===== src/rtl/prog_loader_if.sv =====
// rtl/prog_loader_if.sv - loader byte stream, cpu memory port and memory port bundle
interface prog_loader_if #(
    parameter int MEM_DEPTH = 2**12
);
    localparam int ADDR_WIDTH = $clog2(MEM_DEPTH*2);

    logic                  i_ld_valid;
    logic [7:0]            i_ld_data;
    logic                  o_ld_ready;
    logic                  o_cpu_rst;
    logic                  o_done;
    logic                  o_err;
    logic [0:1][7:0]       i_cpu_mem_di;
    logic [ADDR_WIDTH-1:0] i_cpu_mem_addr;
    logic                  i_cpu_mem_en;
    logic                  i_cpu_mem_rd_en;
    logic [0:1]            i_cpu_mem_wr_en;
    logic [0:1][7:0]       o_cpu_mem_do;
    logic [0:1][7:0]       o_mem_di;
    logic [ADDR_WIDTH-1:0] o_mem_addr;
    logic                  o_mem_en;
    logic                  o_mem_rd_en;
    logic [0:1]            o_mem_wr_en;
    logic [0:1][7:0]       i_mem_do;

    modport slave (
        input  i_ld_valid, i_ld_data, i_cpu_mem_di, i_cpu_mem_addr, i_cpu_mem_en,
               i_cpu_mem_rd_en, i_cpu_mem_wr_en, i_mem_do,
        output o_ld_ready, o_cpu_rst, o_done, o_err, o_cpu_mem_do, o_mem_di,
               o_mem_addr, o_mem_en, o_mem_rd_en, o_mem_wr_en
    );

    modport master (
        output i_ld_valid, i_ld_data, i_cpu_mem_di, i_cpu_mem_addr, i_cpu_mem_en,
               i_cpu_mem_rd_en, i_cpu_mem_wr_en, i_mem_do,
        input  o_ld_ready, o_cpu_rst, o_done, o_err, o_cpu_mem_do, o_mem_di,
               o_mem_addr, o_mem_en, o_mem_rd_en, o_mem_wr_en
    );
endinterface


===== src/rtl/prog_loader.sv =====
// rtl/prog_loader.sv - boot loader: streams a program into halfword memory, then hands the port to the cpu
module prog_loader #(
    parameter int MEM_DEPTH = 2**12
) (
    input logic         clk,
    input logic         rst,
    prog_loader_if.slave bus
);
    localparam int ADDR_WIDTH = $clog2(MEM_DEPTH*2);

    typedef enum logic [2:0] {LEN_HI, LEN_LO, DATA_HI, DATA_LO, WRITE, RUN, ERR} state_t;

    state_t                state, state_nxt;
    logic [ADDR_WIDTH-1:0] count;
    logic [15:0]           n;
    logic [7:0]            b0;
    logic [ADDR_WIDTH-1:0] ld_addr;
    logic [0:1][7:0]       ld_di;
    logic                  ld_en;
    logic [0:1]            ld_wr_en;
    logic                  cpu_rst_q, done_q, err_q;
    logic                  ready, hs, last;
    logic [15:0]           n_in;

    assign n_in = {n[15:8], bus.i_ld_data};
    assign last = (32'(count) + 32'd1) == 32'(n);
    assign hs   = bus.i_ld_valid && ready;

    always_ff @(posedge clk or negedge rst) begin
        if (!rst) state <= LEN_HI;
        else      state <= state_nxt;
    end

    always_comb begin
        state_nxt = state;
        ready     = 1'b0;
        case (state)
            LEN_HI: begin
                ready = 1'b1;
                if (hs) state_nxt = LEN_LO;
            end
            LEN_LO: begin
                ready = 1'b1;
                if (hs) begin
                    if (n_in == 16'd0)                    state_nxt = RUN;
                    else if (32'(n_in) > 32'(MEM_DEPTH)) state_nxt = ERR;
                    else                                  state_nxt = DATA_HI;
                end
            end
            DATA_HI: begin
                ready = 1'b1;
                if (hs) state_nxt = DATA_LO;
            end
            DATA_LO: begin
                ready = 1'b1;
                if (hs) state_nxt = WRITE;
            end
            WRITE:   state_nxt = last ? RUN : DATA_HI;
            default: state_nxt = state;
        endcase
    end

    // Write strobes are loaded on the DATA_LO handshake so they are high exactly while in WRITE.
    always_ff @(posedge clk or negedge rst) begin
        if (!rst) begin
            count     <= '0;
            n         <= '0;
            b0        <= '0;
            ld_addr   <= '0;
            ld_di     <= '0;
            ld_en     <= 1'b0;
            ld_wr_en  <= 2'b00;
            cpu_rst_q <= 1'b1;
            done_q    <= 1'b0;
            err_q     <= 1'b0;
        end else begin
            ld_addr  <= '0;
            ld_di    <= '0;
            ld_en    <= 1'b0;
            ld_wr_en <= 2'b00;
            case (state)
                LEN_HI:  if (hs) n[15:8] <= bus.i_ld_data;
                LEN_LO:  if (hs) n[7:0] <= bus.i_ld_data;
                DATA_HI: if (hs) b0 <= bus.i_ld_data;
                DATA_LO: if (hs) begin
                    ld_en    <= 1'b1;
                    ld_wr_en <= 2'b11;
                    ld_addr  <= count << 1;
                    ld_di    <= {b0, bus.i_ld_data};
                end
                WRITE:   count <= count + 1'b1;
                default: ;
            endcase
            if (state_nxt == RUN && state != RUN) begin
                cpu_rst_q <= 1'b0;
                done_q    <= 1'b1;
            end
            if (state_nxt == ERR) err_q <= 1'b1;
        end
    end

    always_comb begin
        bus.o_ld_ready   = ready;
        bus.o_cpu_rst    = cpu_rst_q;
        bus.o_done       = done_q;
        bus.o_err        = err_q;
        bus.o_cpu_mem_do = bus.i_mem_do;
        bus.o_mem_di     = ld_di;
        bus.o_mem_addr   = ld_addr;
        bus.o_mem_en     = ld_en;
        bus.o_mem_rd_en  = 1'b0;
        bus.o_mem_wr_en  = ld_wr_en;
        if (state == RUN) begin
            bus.o_mem_di    = bus.i_cpu_mem_di;
            bus.o_mem_addr  = bus.i_cpu_mem_addr;
            bus.o_mem_en    = bus.i_cpu_mem_en;
            bus.o_mem_rd_en = bus.i_cpu_mem_rd_en;
            bus.o_mem_wr_en = bus.i_cpu_mem_wr_en;
        end
    end
endmodule


===== src/flat_wrapper.sv =====
// flat-port wrapper written by rule: the top's interface ports become plain ports
module prog_loader_flat 
#(
    parameter int MEM_DEPTH = 2**12
)
  (clk, rst, bus_i_ld_valid, bus_i_ld_data, bus_i_cpu_mem_di, bus_i_cpu_mem_addr, bus_i_cpu_mem_en, bus_i_cpu_mem_rd_en, bus_i_cpu_mem_wr_en, bus_i_mem_do, bus_o_ld_ready, bus_o_cpu_rst, bus_o_done, bus_o_err, bus_o_cpu_mem_do, bus_o_mem_di, bus_o_mem_addr, bus_o_mem_en, bus_o_mem_rd_en, bus_o_mem_wr_en);
  prog_loader_if #(.MEM_DEPTH(MEM_DEPTH)) bus_i ();
  input logic clk;
  input logic rst;
  input wire logic [$bits(bus_i.i_ld_valid)-1:0] bus_i_ld_valid;
  input wire logic [$bits(bus_i.i_ld_data)-1:0] bus_i_ld_data;
  input wire logic [$bits(bus_i.i_cpu_mem_di)-1:0] bus_i_cpu_mem_di;
  input wire logic [$bits(bus_i.i_cpu_mem_addr)-1:0] bus_i_cpu_mem_addr;
  input wire logic [$bits(bus_i.i_cpu_mem_en)-1:0] bus_i_cpu_mem_en;
  input wire logic [$bits(bus_i.i_cpu_mem_rd_en)-1:0] bus_i_cpu_mem_rd_en;
  input wire logic [$bits(bus_i.i_cpu_mem_wr_en)-1:0] bus_i_cpu_mem_wr_en;
  input wire logic [$bits(bus_i.i_mem_do)-1:0] bus_i_mem_do;
  output wire logic [$bits(bus_i.o_ld_ready)-1:0] bus_o_ld_ready;
  output wire logic [$bits(bus_i.o_cpu_rst)-1:0] bus_o_cpu_rst;
  output wire logic [$bits(bus_i.o_done)-1:0] bus_o_done;
  output wire logic [$bits(bus_i.o_err)-1:0] bus_o_err;
  output wire logic [$bits(bus_i.o_cpu_mem_do)-1:0] bus_o_cpu_mem_do;
  output wire logic [$bits(bus_i.o_mem_di)-1:0] bus_o_mem_di;
  output wire logic [$bits(bus_i.o_mem_addr)-1:0] bus_o_mem_addr;
  output wire logic [$bits(bus_i.o_mem_en)-1:0] bus_o_mem_en;
  output wire logic [$bits(bus_i.o_mem_rd_en)-1:0] bus_o_mem_rd_en;
  output wire logic [$bits(bus_i.o_mem_wr_en)-1:0] bus_o_mem_wr_en;
  assign bus_i.i_ld_valid = bus_i_ld_valid;
  assign bus_i.i_ld_data = bus_i_ld_data;
  assign bus_i.i_cpu_mem_di = bus_i_cpu_mem_di;
  assign bus_i.i_cpu_mem_addr = bus_i_cpu_mem_addr;
  assign bus_i.i_cpu_mem_en = bus_i_cpu_mem_en;
  assign bus_i.i_cpu_mem_rd_en = bus_i_cpu_mem_rd_en;
  assign bus_i.i_cpu_mem_wr_en = bus_i_cpu_mem_wr_en;
  assign bus_i.i_mem_do = bus_i_mem_do;
  assign bus_o_ld_ready = bus_i.o_ld_ready;
  assign bus_o_cpu_rst = bus_i.o_cpu_rst;
  assign bus_o_done = bus_i.o_done;
  assign bus_o_err = bus_i.o_err;
  assign bus_o_cpu_mem_do = bus_i.o_cpu_mem_do;
  assign bus_o_mem_di = bus_i.o_mem_di;
  assign bus_o_mem_addr = bus_i.o_mem_addr;
  assign bus_o_mem_en = bus_i.o_mem_en;
  assign bus_o_mem_rd_en = bus_i.o_mem_rd_en;
  assign bus_o_mem_wr_en = bus_i.o_mem_wr_en;
  prog_loader #(.MEM_DEPTH(MEM_DEPTH)) u_core (.clk(clk), .rst(rst), .bus(bus_i));
endmodule

===== config.mk =====
export PLATFORM = sky130hd
export DESIGN_NAME = prog_loader_flat
export DESIGN_NICKNAME = d
export VERILOG_FILES = /design/src/rtl/prog_loader_if.sv /design/src/rtl/prog_loader.sv /design/src/flat_wrapper.sv
export SDC_FILE = /design/constraint.sdc
export NUM_CORES = 1
export LEC_CHECK = 0
export CORE_MARGIN = 4
export CORE_UTILIZATION = 49
export CTS_BUF_LIST = sky130_fd_sc_hd__clkbuf_2
export DETAILED_ROUTE_END_ITERATION = 6
export PLACE_DENSITY_LB_ADDON = 0.2
export REMOVE_ABC_BUFFERS = 1
export SKIP_CTS_REPAIR_TIMING = 1
export SLEW_MARGIN = 25
export SYNTH_ARGS = -nofsm -noshare
export SYNTH_HDL_FRONTEND = slang
export SYNTH_SLANG_ARGS = --single-unit

===== constraint.sdc =====
create_clock -name clk -period 2.7 [get_ports clk]
set_input_delay 0.54 -clock clk [delete_from_list [all_inputs] [get_ports clk]]
set_output_delay 0.54 -clock clk [all_outputs]
set_load 0.03 [all_outputs]

=== Word level (Yosys, flattened, before mapping) ===
Index checks and enable logic that the tools add are counted.

* Eq/ne operators: 9
* Multiplexer cells: 22
* $add $sub $neg: 2
* Reductions and logical operators: 8
* Magnitude comparators: 1

{| class="wikitable"
|+ Operator list
! cell !! count
|-
| 2-to-1 mux 16 bit || 3
|-
| 2-to-1 mux 13 bit || 3
|-
| == test 32 x 16 -> 1 bit || 1
|-
| 2-to-1 mux 3 bit || 7
|-
| > comparator 16 x 13 -> 1 bit, second input constant || 1
|-
| logical NOT 16 bit || 1
|-
| case mux 3 bit (5 select lines) || 1
|-
| adder 13 x 1 -> 14 bit, second input constant || 1
|-
| adder 13 x 1 -> 13 bit, second input constant || 1
|-
| == test 3 bit, second input constant || 4
|-
| == test 3 x 2 -> 1 bit, second input constant || 2
|-
| 2-to-1 mux 2 bit || 3
|-
| AND reduction 2 bit || 3
|-
| 2-to-1 mux 1 bit || 5
|-
| OR reduction 4 bit || 1
|-
| == test 3 x 1 -> 1 bit, second input constant || 1
|-
| logical NOT 3 bit || 1
|-
| inequality test 3 bit, second input constant || 1
|-
| logical AND 1 bit || 2
|}

* Bits in registers: 75
* Input bits: 60
* Logic and storage cells: 55
* Output and inout bits: 53

=== Logic depth before layout (Yosys ltp) ===
Gate-level depths: netlist of run 1.

* Depth after elaboration: 8
* Gate-level depth with buffers: 7
* Mapped depth without buffers: 7

=== Worst setup path after synthesis of run 1 ===
No wires, ideal clock.

* Path type: reg2reg
* From: register u_core.count[0]
* To: register u_core.cpu_rst_q, in the netlist u_core.bus.o_cpu_rst
* Stages on the path, launching flop included: 7
* Period minus slack after synthesis: 2419 ps
* Required time: 2621 ps
* Data arrival time: 2340 ps
* Buffers on the path: 0
* Library setup time: 79 ps
* Path slack: 281 ps
* Cell sequence: dfrtp_1 nand3_2 xnor2_1 or3b_2 a2111o_1 or4_4 o211a_1

* Longest elaborated chain between the ends: 6

{| class="wikitable"
|+ Ends and longest elaborated chain
! item !! line !! RTL
|-
| from (decl) || prog_loader.sv:14 || <nowiki>logic [ADDR_WIDTH-1:0] count;</nowiki>
|-
| from (signal assigned) || prog_loader.sv:91 || <nowiki>WRITE: count <= count + 1'b1;</nowiki>
|-
| adder 13 x 1 -> 14 bit || prog_loader.sv:26 || <nowiki>assign last = (32'(count) + 32'd1) == 32'(n);</nowiki>
|-
| == test 32 x 16 -> 1 bit || prog_loader.sv:26 ||
|-
| 2-to-1 mux 3 bit || prog_loader.sv:58 || <nowiki>WRITE: state_nxt = last ? RUN : DATA_HI;</nowiki>
|-
| case mux 3 bit (5 select lines) || prog_loader.sv:37 || <nowiki>case (state)</nowiki>
|-
| == test 3 bit || prog_loader.sv:94 || <nowiki>if (state_nxt == RUN && state != RUN) begin</nowiki>
|-
| logical AND 1 bit || prog_loader.sv:94 ||
|-
| to (signal assigned) || prog_loader.sv:73 || <nowiki>cpu_rst_q <= 1'b1;</nowiki>
|-
| to (signal assigned) || prog_loader.sv:95 || <nowiki>cpu_rst_q <= 1'b0;</nowiki>
|-
| to (decl) || prog_loader.sv:21 || <nowiki>logic cpu_rst_q, done_q, err_q;</nowiki>
|}

No other way between the ends.
A chain may end at the register's enable or synchronous reset.

=== Final worst setup path of run 1 ===
* From: register u_core.count[4]
* To: register u_core.cpu_rst_q, in the netlist u_core.bus.o_cpu_rst

Same word-level chain as after synthesis.

==> results of run 1 <==
-- flip-flops by register name, summed over array words and instances, names as in the netlist --
register	cells
u_core.state	3
u_core.ld_di	16
u_core.b0	8
u_core.n	16
u_core.count	13
u_core.bus.o_err	1
u_core.ld_wr_en	1
u_core.ld_addr	12
u_core.bus.o_done	1
u_core.bus.o_cpu_rst	1
-- layout make-up --
| class | count | area [µm²] |
|---|---|---|
| flip-flops and latches | 72 | 1810 |
| inverters | 2 | 7.51 |
| clock inverters | 6 | 50.0 |
| repair buffers | 96 | 1010 |
| multi-input cells | 271 | 1670 |
| clock buffers | 10 | 50.0 |
| fillers | 620 | 2540 |
| well taps | 99 | 124 |
-- worst reg2reg max path: stages, from the launching register on --
cell and delay (ns):
dfrtp_1 0.50, and3_2 0.27, nand3_4 0.10, o41a_1 0.44, a2111o_1 0.43, or4_4 0.58, o211a_1 0.24
-- path summary, 6_finish.rpt --
| path | from | to | slack, ns | depth (start not counted) |
|---|---|---|---|---|
| worst min register to register | u_core.bus.o_cpu_rst | u_core.bus.o_cpu_rst | 0.48 | 1 |
| worst max-delay path | u_core.count[4] | u_core.bus.o_cpu_rst | 0.13 | 6 |
| max in group asynchronous | rst | u_core.ld_addr[4] | 1.70 | 3 |
| worst min-delay path | rst | u_core.ld_di[14] | 0.41 | 2 |
| min in group clk | u_core.bus.o_cpu_rst | u_core.bus.o_cpu_rst | 0.48 | 1 |
| worst max register to register | u_core.count[4] | u_core.bus.o_cpu_rst | 0.13 | 6 |
-- synthesized netlist by cell type, types with 2 or more instances --
master / instances
a21oi_1: 6
a31oi_1: 2
and2_1: 32
and3_1: 2
buf_4: 17
clkbuf_1: 17
dfrtp_1: 71
inv_1: 2
mux2_2: 25
nand2_1: 103
nand3_1: 6
nand4_1: 3
nor2_1: 10
nor2b_1: 4
nor3_1: 6
nor4_1: 6
o211ai_1: 2
o21ai_0: 4
or2_2: 2
or3_1: 4
xnor2_1: 18
xor2_1: 11
-- cells in the final DEF, fill, tap and decap left out, drive strengths merged, types with 2 or more instances in the layout --
cell type      netlist  final
o21ai                5      5
nor3                 6      6
mux2                25     25
and2                32     32
nor2b                4      4
nand4                3      3
nor2                10     10
clkbuf              17     10
nand3                8      8
and3                 4      4
clkinv               0      5
dlymetal6s2s         0     33
a21oi                6      6
buf                 19     16
a31oi                2      2
xor2                11     11
or3                  4      4
xnor2               18     18
nor4                 6      6
nand2              103    103
dfrtp               71     71
or2                  2      2
o211ai               2      2
clkdlybuf4s50        0     46
inv                  2      2
-- metrics by stage --
stage               setup WS (ns)  instances  total power [W]  setup TNS, ns  cell area (µm²)
detailed placement         0.0818        539          0.00273              0             4520
floorplan                   0.169        345          0.00222              0             3470
global placement            0.143        539          0.00269              0             4520
CTS                        -0.388        555          0.00328         -10.17             4620
global route               0.0143        556          0.00346              0             4720
finish                      0.127        556          0.00327              0             4720
-- report_power, final --
part           total [W]  switching [W]  internal (W)
sequential       0.00144       0.000164       0.00128
clock           0.000569       0.000365      0.000205
combinational    0.00126       0.000666      0.000590
-- kinds of logic (layout without fill, tap and decap cells) --
group           count (synthesis)  in the layout  synth area share
mux                            26             26            0.0794
flops                          72             72             0.491
fa+ha+maj                       1              1           0.00341
buf+inv                        38            114            0.0566
simple gates                  189            189             0.251
xor+xnor                       29             29            0.0692
compound gates                 26             26            0.0494
-- layer usage --
metal | vias to the layer above | global-route usage | share of wire
met5 | - | 0.0179 | 0
met4 | 0 | 0.0962 | 0.024
met3 | 16 | 0.0653 | 0.086
met2 | 115 | 0.327 | 0.48
met1 | 1365 | 0.258 | 0.41
li1 | 1387 | - | -
==> run summary, run 1 <==
WL final -> 8.84 mm
Max-slew violations -> 0
Global route overflow -> 0
Asr flop ratio synth -> 1.00
Startpoint Class -> flip-flop
Clock sinks -> 72
Htree depth -> 3
Highest ir drop seen on vdd -> 0.465 mV
Die H -> 94.6 µm
CP Capture Type -> flip-flop
CP top delay family -> compound AO/OA/AOI/OAI gates
P_leak -> 2.79 nW
DRC errors left -> 0
Least-Margin Pin Slew -> 0.528 ns
Crit Path Category -> reg2reg
Antenna viol nets, final -> 0
Post-synthesis register bit count -> 72
EDFF count, synth -> 0
Largest net degree at the start of global routing -> 41
Distinct cells, synth -> 50
RSZ-0062 raised after global routing -> no
WP data required -> 3.19 ns
Vias -> 2883
Final hold vios -> 0
Fmax -> 389 MHz
Synth Flop Type -> dfrtp_1
CTS Root Cell -> clkbuf_2
Slew HR -> 0.647
Area contributors post-synth -> dfrtp_1, nand2_1, mux2_2, and2_1, xnor2_1
Reg clk slew, reported paths -> 0.19 ns
Mapped Cells -> 381
Crit path DAT -> 3.06 ns
Dpl hpwl -> 6.41 mm
Yosys top cell by area -> dfrtp_1
Hold WS -> 0.410 ns
Antenna diode count -> 0
Die W -> 94.6 µm
Slowest CP cell -> or4_4
Pwr dens -> 693 nW/µm²
Fin Clk Skew -> 0.0235 ns
Critical path cell sequence -> and3_2 -> nand3_4 -> o41a_1 -> a2111o_1 -> or4_4 -> o211a_1
Worst Path Buf+Inv -> 0
Core Area -> 7250 µm²
Nets -> 513
HP Class -> in2async
Total Die Area -> 8940 µm²
Synthesis-to-layout area growth -> 28.4%
Pre-Repair DR Iteration Count -> 4
Yosys synthesis warning count -> 0
Placer Congestion -> 0.921
Register area share after synthesis -> 0.491
Drt initial violations -> 189
GRT Util Overall -> 0.207
IO Count -> 113
Initial core utilization -> 0.506
Tmin final -> 2.57 ns
Synthesized area -> 3670 µm²
Status -> finished clean
CTS tree -> done
Share of layout cells above drive strength 1 -> 0.142
Number of global-route vias before repair -> 2905
FP Rows -> 31
Number of buffers created by CTS -> 9
Max_cap viols -> 0
Wire per inst -> 15.9 µm
IO buf count -> 80
Via-to-Cell Ratio -> 5.19
Max FO, Critical Path -> 6
Fin util -> 0.650
Clk_lat worst skew -> 0.52 ns
CTS max path bufs -> 2
Final Setup Violations -> 0
Top cell type's share of synthesized area -> 0.484
Slowest Stage Delay on Critical Path -> 0.58 ns
Tcrit/Tclk final -> 0.953
Syn_area_per_cell -> 9.64 µm²
Initial antenna violation count -> 0
First-pass GRT wire length -> 14.1 mm
(Power assumes the default switching activity.)
==> run 2, diff against run 1 <==
- ABC_AREA: default -> 1
- PLACE_DENSITY: default -> 0.81
- PLACE_DENSITY_LB_ADDON: 0.2 -> default
==> run summary, run 2 <==
Least-Margin Pin Slew -> 0.558 ns (+0.0302 ns)
Global route overflow -> 0 (unchanged)
CP Capture Type -> output pin
Tmin final -> 2.57 ns (-0.00611 ns)
Largest net degree at the start of global routing -> 73 (+78%)
IO Count -> 113 (unchanged)
Syn_area_per_cell -> 7.18 µm² (-25%)
Most frequent cells in the layout -> nand2_1, dfrtp_1, inv_1
Initial core utilization -> 0.511 (+0.00457)
Area contributors post-synth -> dfrtp_1, nand2_1, inv_1, nor2_1, o21ai_0
WL final -> 9.64 mm (+9.1%)
R2R Path End -> u_core.bus.o_done
Reg clk slew, reported paths -> 0.21 ns (+0.02 ns)
EDFF count, synth -> 0 (unchanged)
RSZ-0062 raised after global routing -> no
Placer Congestion -> 0.966 (+5.0%)
Antenna diode count -> 0 (unchanged)
Post-layout instance area -> 4610 µm² (-2.3%)
Total Die Area -> 9150 µm² (+2.3%)
FP Rows -> 31 (unchanged)
Post-synthesis register bit count -> 72 (unchanged)
Worst Reg-to-Reg Cells -> 17 (+11)
Highest ir drop seen on vdd -> 0.421 mV (-9.4%)
Synth Flop Type -> dfrtp_1
IO buf count -> 80 (unchanged)
Mapped Cells -> 524 (+38%)
Crit path DAT -> 2.03 ns (-1.03 ns)
Via-to-Cell Ratio -> 5.08 (-2.0%)
Clock sinks -> 72 (unchanged)
Fmax -> 390 MHz (+0.24%)
Max FO, Critical Path -> 30 (+24)
Status -> complete, but fails checks
First-pass GRT wire length -> 15.2 mm (+7.5%)
Reg2Reg Setup Slack -> 0.49 ns (+0.36 ns)
Placed Instance Area -> 4500 µm² (-0.36%)
Crit Path Category -> reg2out
Pwr dens -> 774 nW/µm² (+12%)
Core Area -> 7370 µm² (+1.6%)
Antenna viol nets, final -> 0 (unchanged)
Hold WS -> -0.00580 ns (-0.416 ns)
HP Class -> in2async
Startpoint Class -> flip-flop
Die W -> 95.7 µm (+1.1%)
Yosys synthesis warning count -> 0 (unchanged)
Register area share after synthesis -> 0.479 (-0.0121)
Distinct cells, synth -> 24 (-52%)
Top cells by count, synth -> nand2_1, dfrtp_1, inv_1, nor2_1, o21ai_0
Failing checks -> negative hold slack
Number of buffers created by CTS -> 9 (unchanged)
DRC errors left -> 0 (unchanged)
Drt initial violations -> 312 (+65%)
P_leak -> 2.35 nW (-16%)
Non-filler cells, final -> 697 (+25%)
Tcrit/Tclk final -> 0.951 (-0.00226)
Fin Clk Skew -> 0.0229 ns (-0.000656 ns)
Top cell type's share of synthesized area -> 0.472 (-0.0119)
CTS Root Cell -> clkbuf_2
Asr flop ratio synth -> 1.00 (unchanged)
Setup crit end -> bus_o_mem_wr_en[0]
Most frequent cell after synthesis -> nand2_1
Final Setup Violations -> 0 (unchanged)
Crit path from -> u_core.state[0]
GRT Util Overall -> 0.217 (+0.00977)
CTS max path bufs -> 2 (unchanged)
Largest registers -> u_core.ld_di: 16 flops, u_core.n: 16 flops, u_core.count: 13 flops
Htree depth -> 3 (unchanged)
# fillers -> 648 (+4.5%)
Yosys top cell by area -> dfrtp_1
Synthesized area -> 3760 µm² (+2.5%)
Nets -> 654 (+27%)
Slew HR -> 0.627 (-0.0206)
Wire per inst -> 13.8 µm (-13%)
Max_cap viols -> 0 (unchanged)
Vias -> 3542 (+23%)
Reg2reg start -> u_core.count[0]
Share of layout cells above drive strength 1 -> 0.127 (-0.0151)
Max-slew violations -> 0 (unchanged)
Most common cell after layout, fill and taps aside -> nand2_1
Clk_lat worst skew -> 0.52 ns (about the same)
Die H -> 95.7 µm (+1.1%)
Final hold vios -> 6 (+6)
Initial antenna violation count -> 0 (unchanged)
Synthesis-to-layout area growth -> 22.4%
Dpl hpwl -> 7.11 mm (+11%)
WP data required -> 2.16 ns (-1.03 ns)
Pre-Repair DR Iteration Count -> 6 (+2)
Cells after DPL -> 681 (+26%)
Number of global-route vias before repair -> 3188 (+9.7%)
CTS tree -> done
==> run 2: cell count changes after synthesis, moves of 5 or more <==
cell / delta
nand2_1: +110
inv_1: +52
nor2_1: +43
o21ai_0: +33
and2_1: -32
mux2_2: -25
nand3_1: +19
xnor2_1: -18
xor2_1: -10
nand2_2: +6
nand3b_1: +6
nor4_1: -5
==> run 2: layout make-up <==
type / count / area, µm² / share of cell area
clock buffer: 10 / 50.0 / 0.0109
tap: 99 / 124 / 0.0269
inverter: 56 / 210 / 0.0456
sequential: 72 / 1800 / 0.391
multi-input combinational: 366 / 1580 / 0.343
timing repair buffer: 88 / 797 / 0.173
clock inverter: 6 / 43.8 / 0.00950
==> run 2: power by group <==
group | internal (W) | total [W] | leakage, nW | switching (W)
sequential | 0.00133 | 0.00152 | 0.944 | 0.000194
combinational | 0.000545 | 0.00153 | 1.36 | 0.000981
clock | 0.000125 | 0.000520 | 0.0506 | 0.000395
total | 0.00200 | 0.00357 | 2.35 | 0.00157
==> run 2: worst min path at each step <==
stage	slack (ns)	start	cells past startpoint	endpoint
2_1_floorplan	0.24	rst	0	u_core.b0[0]
3_3_place_gp	0.44	u_core.bus.o_cpu_rst	2	u_core.bus.o_cpu_rst
3_5_place_dp	0.44	u_core.bus.o_cpu_rst	2	u_core.bus.o_cpu_rst
4_1_cts	0.01	rst	2	u_core.n[1]
5_1_grt	0.04	rst	2	u_core.ld_addr[11]
6_report	-0.006	rst	2	u_core.ld_addr[11]
==> run 2: cell families (layout without fill, tap and decap cells) <==
logic type / count (synthesis) / after routing / synth area share
flops: 72 / 72 / 0.479
buf+inv: 86 / 160 / 0.102
fa+ha+maj: 1 / 1 / 0.00332
simple gates: 322 / 322 / 0.357
xor+xnor: 1 / 1 / 0.00233
compound gates: 42 / 42 / 0.0562
==> run 2: routing by layer <==
| layer | up-vias | track usage | wire (µm) |
|---|---|---|---|
| li1 | 1745 | - | - |
| met1 | 1617 | 0.299 | 4290 |
| met2 | 165 | 0.331 | 4290 |
| met3 | 15 | 0.0474 | 902 |
| met4 | 0 | 0.0900 | 160 |
| met5 | - | 0 | 0 |
==> run 2: critical path: stages (launching register included) <==
cell and delay [ns]:
dfrtp_1 0.43, inv_1 0.13, nor2_1 0.08, inv_1 0.09
nor2_2 0.05, inv_1 0.13, buf_8 0.22, nand2_1 0.12
nand2_1 0.08, buf_4 0.15
==> run 2: per-stage QoR <==
step / TNS, ns / total power (W) / utilization / worst slack [ns]
2_1_floorplan: -17.23 / 0.00250 / - / -0.730
3_3_place_gp: 0 / 0.00300 / 0.611 / 0.540
3_5_place_dp: 0 / 0.00305 / 0.611 / 0.482
4_1_cts: 0 / 0.00355 / 0.624 / 0.00758
5_1_grt: 0 / 0.00383 / 0.625 / 0.0139
6_report: 0 / 0.00357 / 0.625 / 0.133
==> run 3, diff against run 2 <==
- CELL_PAD_IN_SITES_DETAIL_PLACEMENT: default -> 1
- CELL_PAD_IN_SITES_GLOBAL_PLACEMENT: default -> 1
- CORE_UTILIZATION: 49 -> 34
- PLACE_DENSITY: 0.81 -> 0.8
==> run summary, run 3 (same netlist as run 2, synthesis figures left out) <==
Status -> finished clean
Cell count along the critical path -> 8 (-1)
Slowest Stage Delay on Critical Path -> 0.44 ns (about the same)
CP top delay family -> buffers and inverters
Global route overflow -> 0 (unchanged)
Tcrit/Tclk final -> 0.907 (-0.0438)
Worst Path Buf+Inv -> 4 (-1)
Critical path cell sequence -> nor2_2 -> inv_1 -> nor2_4 -> inv_2 -> buf_12 -> nand2_1 -> nand2_1 -> buf_4
Highest ir drop seen on vdd -> 0.238 mV (-44%)
Hold WS -> 0.455 ns (+0.460 ns)
Vias -> 3536 (-0.17%)
Core Area -> 10800 µm² (+47%)
Pwr dens -> 790 nW/µm² (+2.1%)
CTS Root Cell -> clkbuf_2
IO buf count -> 80 (unchanged)
WL final -> 11.1 mm (+15%)
Via-to-Cell Ratio -> 4.78 (-6.0%)
Die H -> 113 µm (+18%)
Dpl hpwl -> 8.63 mm (+21%)
Final hold vios -> 0 (-6)
Share of layout cells above drive strength 1 -> 0.130 (+0.00291)
Clock sinks -> 72 (unchanged)
Fin util -> 0.433 (-0.193)
CP Capture Type -> output pin
Synthesis-to-layout area growth -> 24.6%
Largest registers -> u_core.ld_di: 16 flops, u_core.n: 16 flops, u_core.count: 13 flops
WP data required -> 2.16 ns (about the same)
Nets -> 656 (+0.31%)
Worst Reg-to-Reg Cells -> 15 (-2)
Max FO, Critical Path -> 30 (unchanged)
Startpoint Class -> flip-flop
HP Class -> in2async
Slowest CP cell -> dfrtp_1
Placer Congestion -> 0.839 (-13%)
Wire per inst -> 15.0 µm (+8.6%)
Antenna diode count -> 0 (unchanged)
Slew HR -> 0.628 (+0.000933)
Most frequent cells in the layout -> nand2_1, dfrtp_1, inv_1
Number of buffers created by CTS -> 9 (unchanged)
P_leak -> 2.38 nW (+1.2%)
CTS tree -> done
Fmax -> 408 MHz (+4.8%)
Cells after DPL -> 723 (+6.2%)
GRT Util Overall -> 0.182 (-0.0351)
Initial antenna violation count -> 0 (unchanged)
Fin Clk Skew -> 0.0274 ns (+0.00455 ns)
Setup TNS -> 0 ns (unchanged)
Final Setup Violations -> 0 (unchanged)
Die W -> 113 µm (+18%)
Antenna viol nets, final -> 0 (unchanged)
DRC errors left -> 0 (unchanged)
IO Count -> 113 (unchanged)
Least-Margin Pin Slew -> 0.556 ns (-0.00140 ns)
Reg clk slew, reported paths -> 0.20 ns (about the same)
Tmin final -> 2.45 ns (-0.118 ns)
Crit path DAT -> 1.91 ns (-0.12 ns)
Htree depth -> 3 (unchanged)
CTS max path bufs -> 2 (unchanged)
Drt initial violations -> 215 (-31%)
Max-slew violations -> 0 (unchanged)
Total Die Area -> 12800 µm² (+40%)
Largest net degree at the start of global routing -> 33 (-55%)
Initial core utilization -> 0.347 (-0.164)
Non-filler cells, final -> 740 (+6.2%)
Most common cell after layout, fill and taps aside -> nand2_1
Crit Path Category -> reg2out
Number of global-route vias before repair -> 3750 (+18%)
RSZ-0062 raised after global routing -> no
Crit-path most repeated cell -> nand2_1
Clk_lat worst skew -> 0.55 ns (+0.03 ns)
FP Rows -> 38 (+23%)
Max_cap viols -> 0 (unchanged)
Pre-Repair DR Iteration Count -> 4 (-2)
First-pass GRT wire length -> 18.6 mm (+23%)
==> run 3: through the flow <==
stage	area [µm²]	setup slack [ns]	total power, W
5_1_grt	4690	0.0391	0.00401
3_3_place_gp	4550	0.417	0.00304
3_5_place_dp	4550	0.362	0.00311
6_report	4690	0.252	0.00370
2_1_floorplan	3590	-0.730	0.00250
4_1_cts	4650	-0.0599	0.00371
==> run 3: layout make-up <==
| class | count | area (µm²) |
|---|---|---|
| Multi-Input combinational cell | 366 | 1590 |
| Timing Repair Buffer | 90 | 811 |
| Fill cell | 1385 | 6150 |
| Tap cell | 140 | 175 |
| Clock buffer | 11 | 55.1 |
| Inverter | 56 | 210 |
| Sequential cell | 72 | 1800 |
| Clock inverter | 5 | 47.5 |
==> run 3: worst reg2reg max path, cell delays in order (launching register included) <==
cell	delay [ns]
dfrtp_1	0.49
ha_1	0.26
nand3_1	0.15
o21ai_0	0.25
nand3_1	0.12
nand2_1	0.09
nand2_1	0.05
inv_1	0.05
nand2_1	0.04
nor2_1	0.18
nand3_2	0.13
nand2_2	0.08
nand2_2	0.07
nor2_2	0.10
nand2_1	0.07
nand2_1	0.06
==> run 3: power by group <==
part / leakage [nW] / internal, W / switching, W / total, W
Sequential: 0.944 / 0.00133 / 0.000198 / 0.00152
Clock: 0.0708 / 0.000213 / 0.000387 / 0.000599
Combinational: 1.37 / 0.000555 / 0.00103 / 0.00158
Total: 2.38 / 0.00209 / 0.00161 / 0.00370
==> run 3: worst paths after layout <==
path / start / end / slack (ns)
min in group clk: u_core.bus.o_cpu_rst / u_core.bus.o_cpu_rst / 0.46
max in group asynchronous: rst / u_core.bus.o_cpu_rst / 1.46
worst min-delay path: rst / u_core.count[0] / 0.45
worst max-delay path: u_core.state[1] / bus_o_mem_en / 0.25
worst min register to register: u_core.bus.o_cpu_rst / u_core.bus.o_cpu_rst / 0.46
worst max register to register: u_core.count[0] / u_core.bus.o_done / 0.43
==> run 3: metal layers <==
| metal | part of all wire | GRT usage |
|---|---|---|
| met1 | 0.46 | 0.242 |
| met2 | 0.46 | 0.290 |
| met3 | 0.068 | 0.0465 |
| met4 | 0.014 | 0.0593 |
| met5 | 0 | 0 |
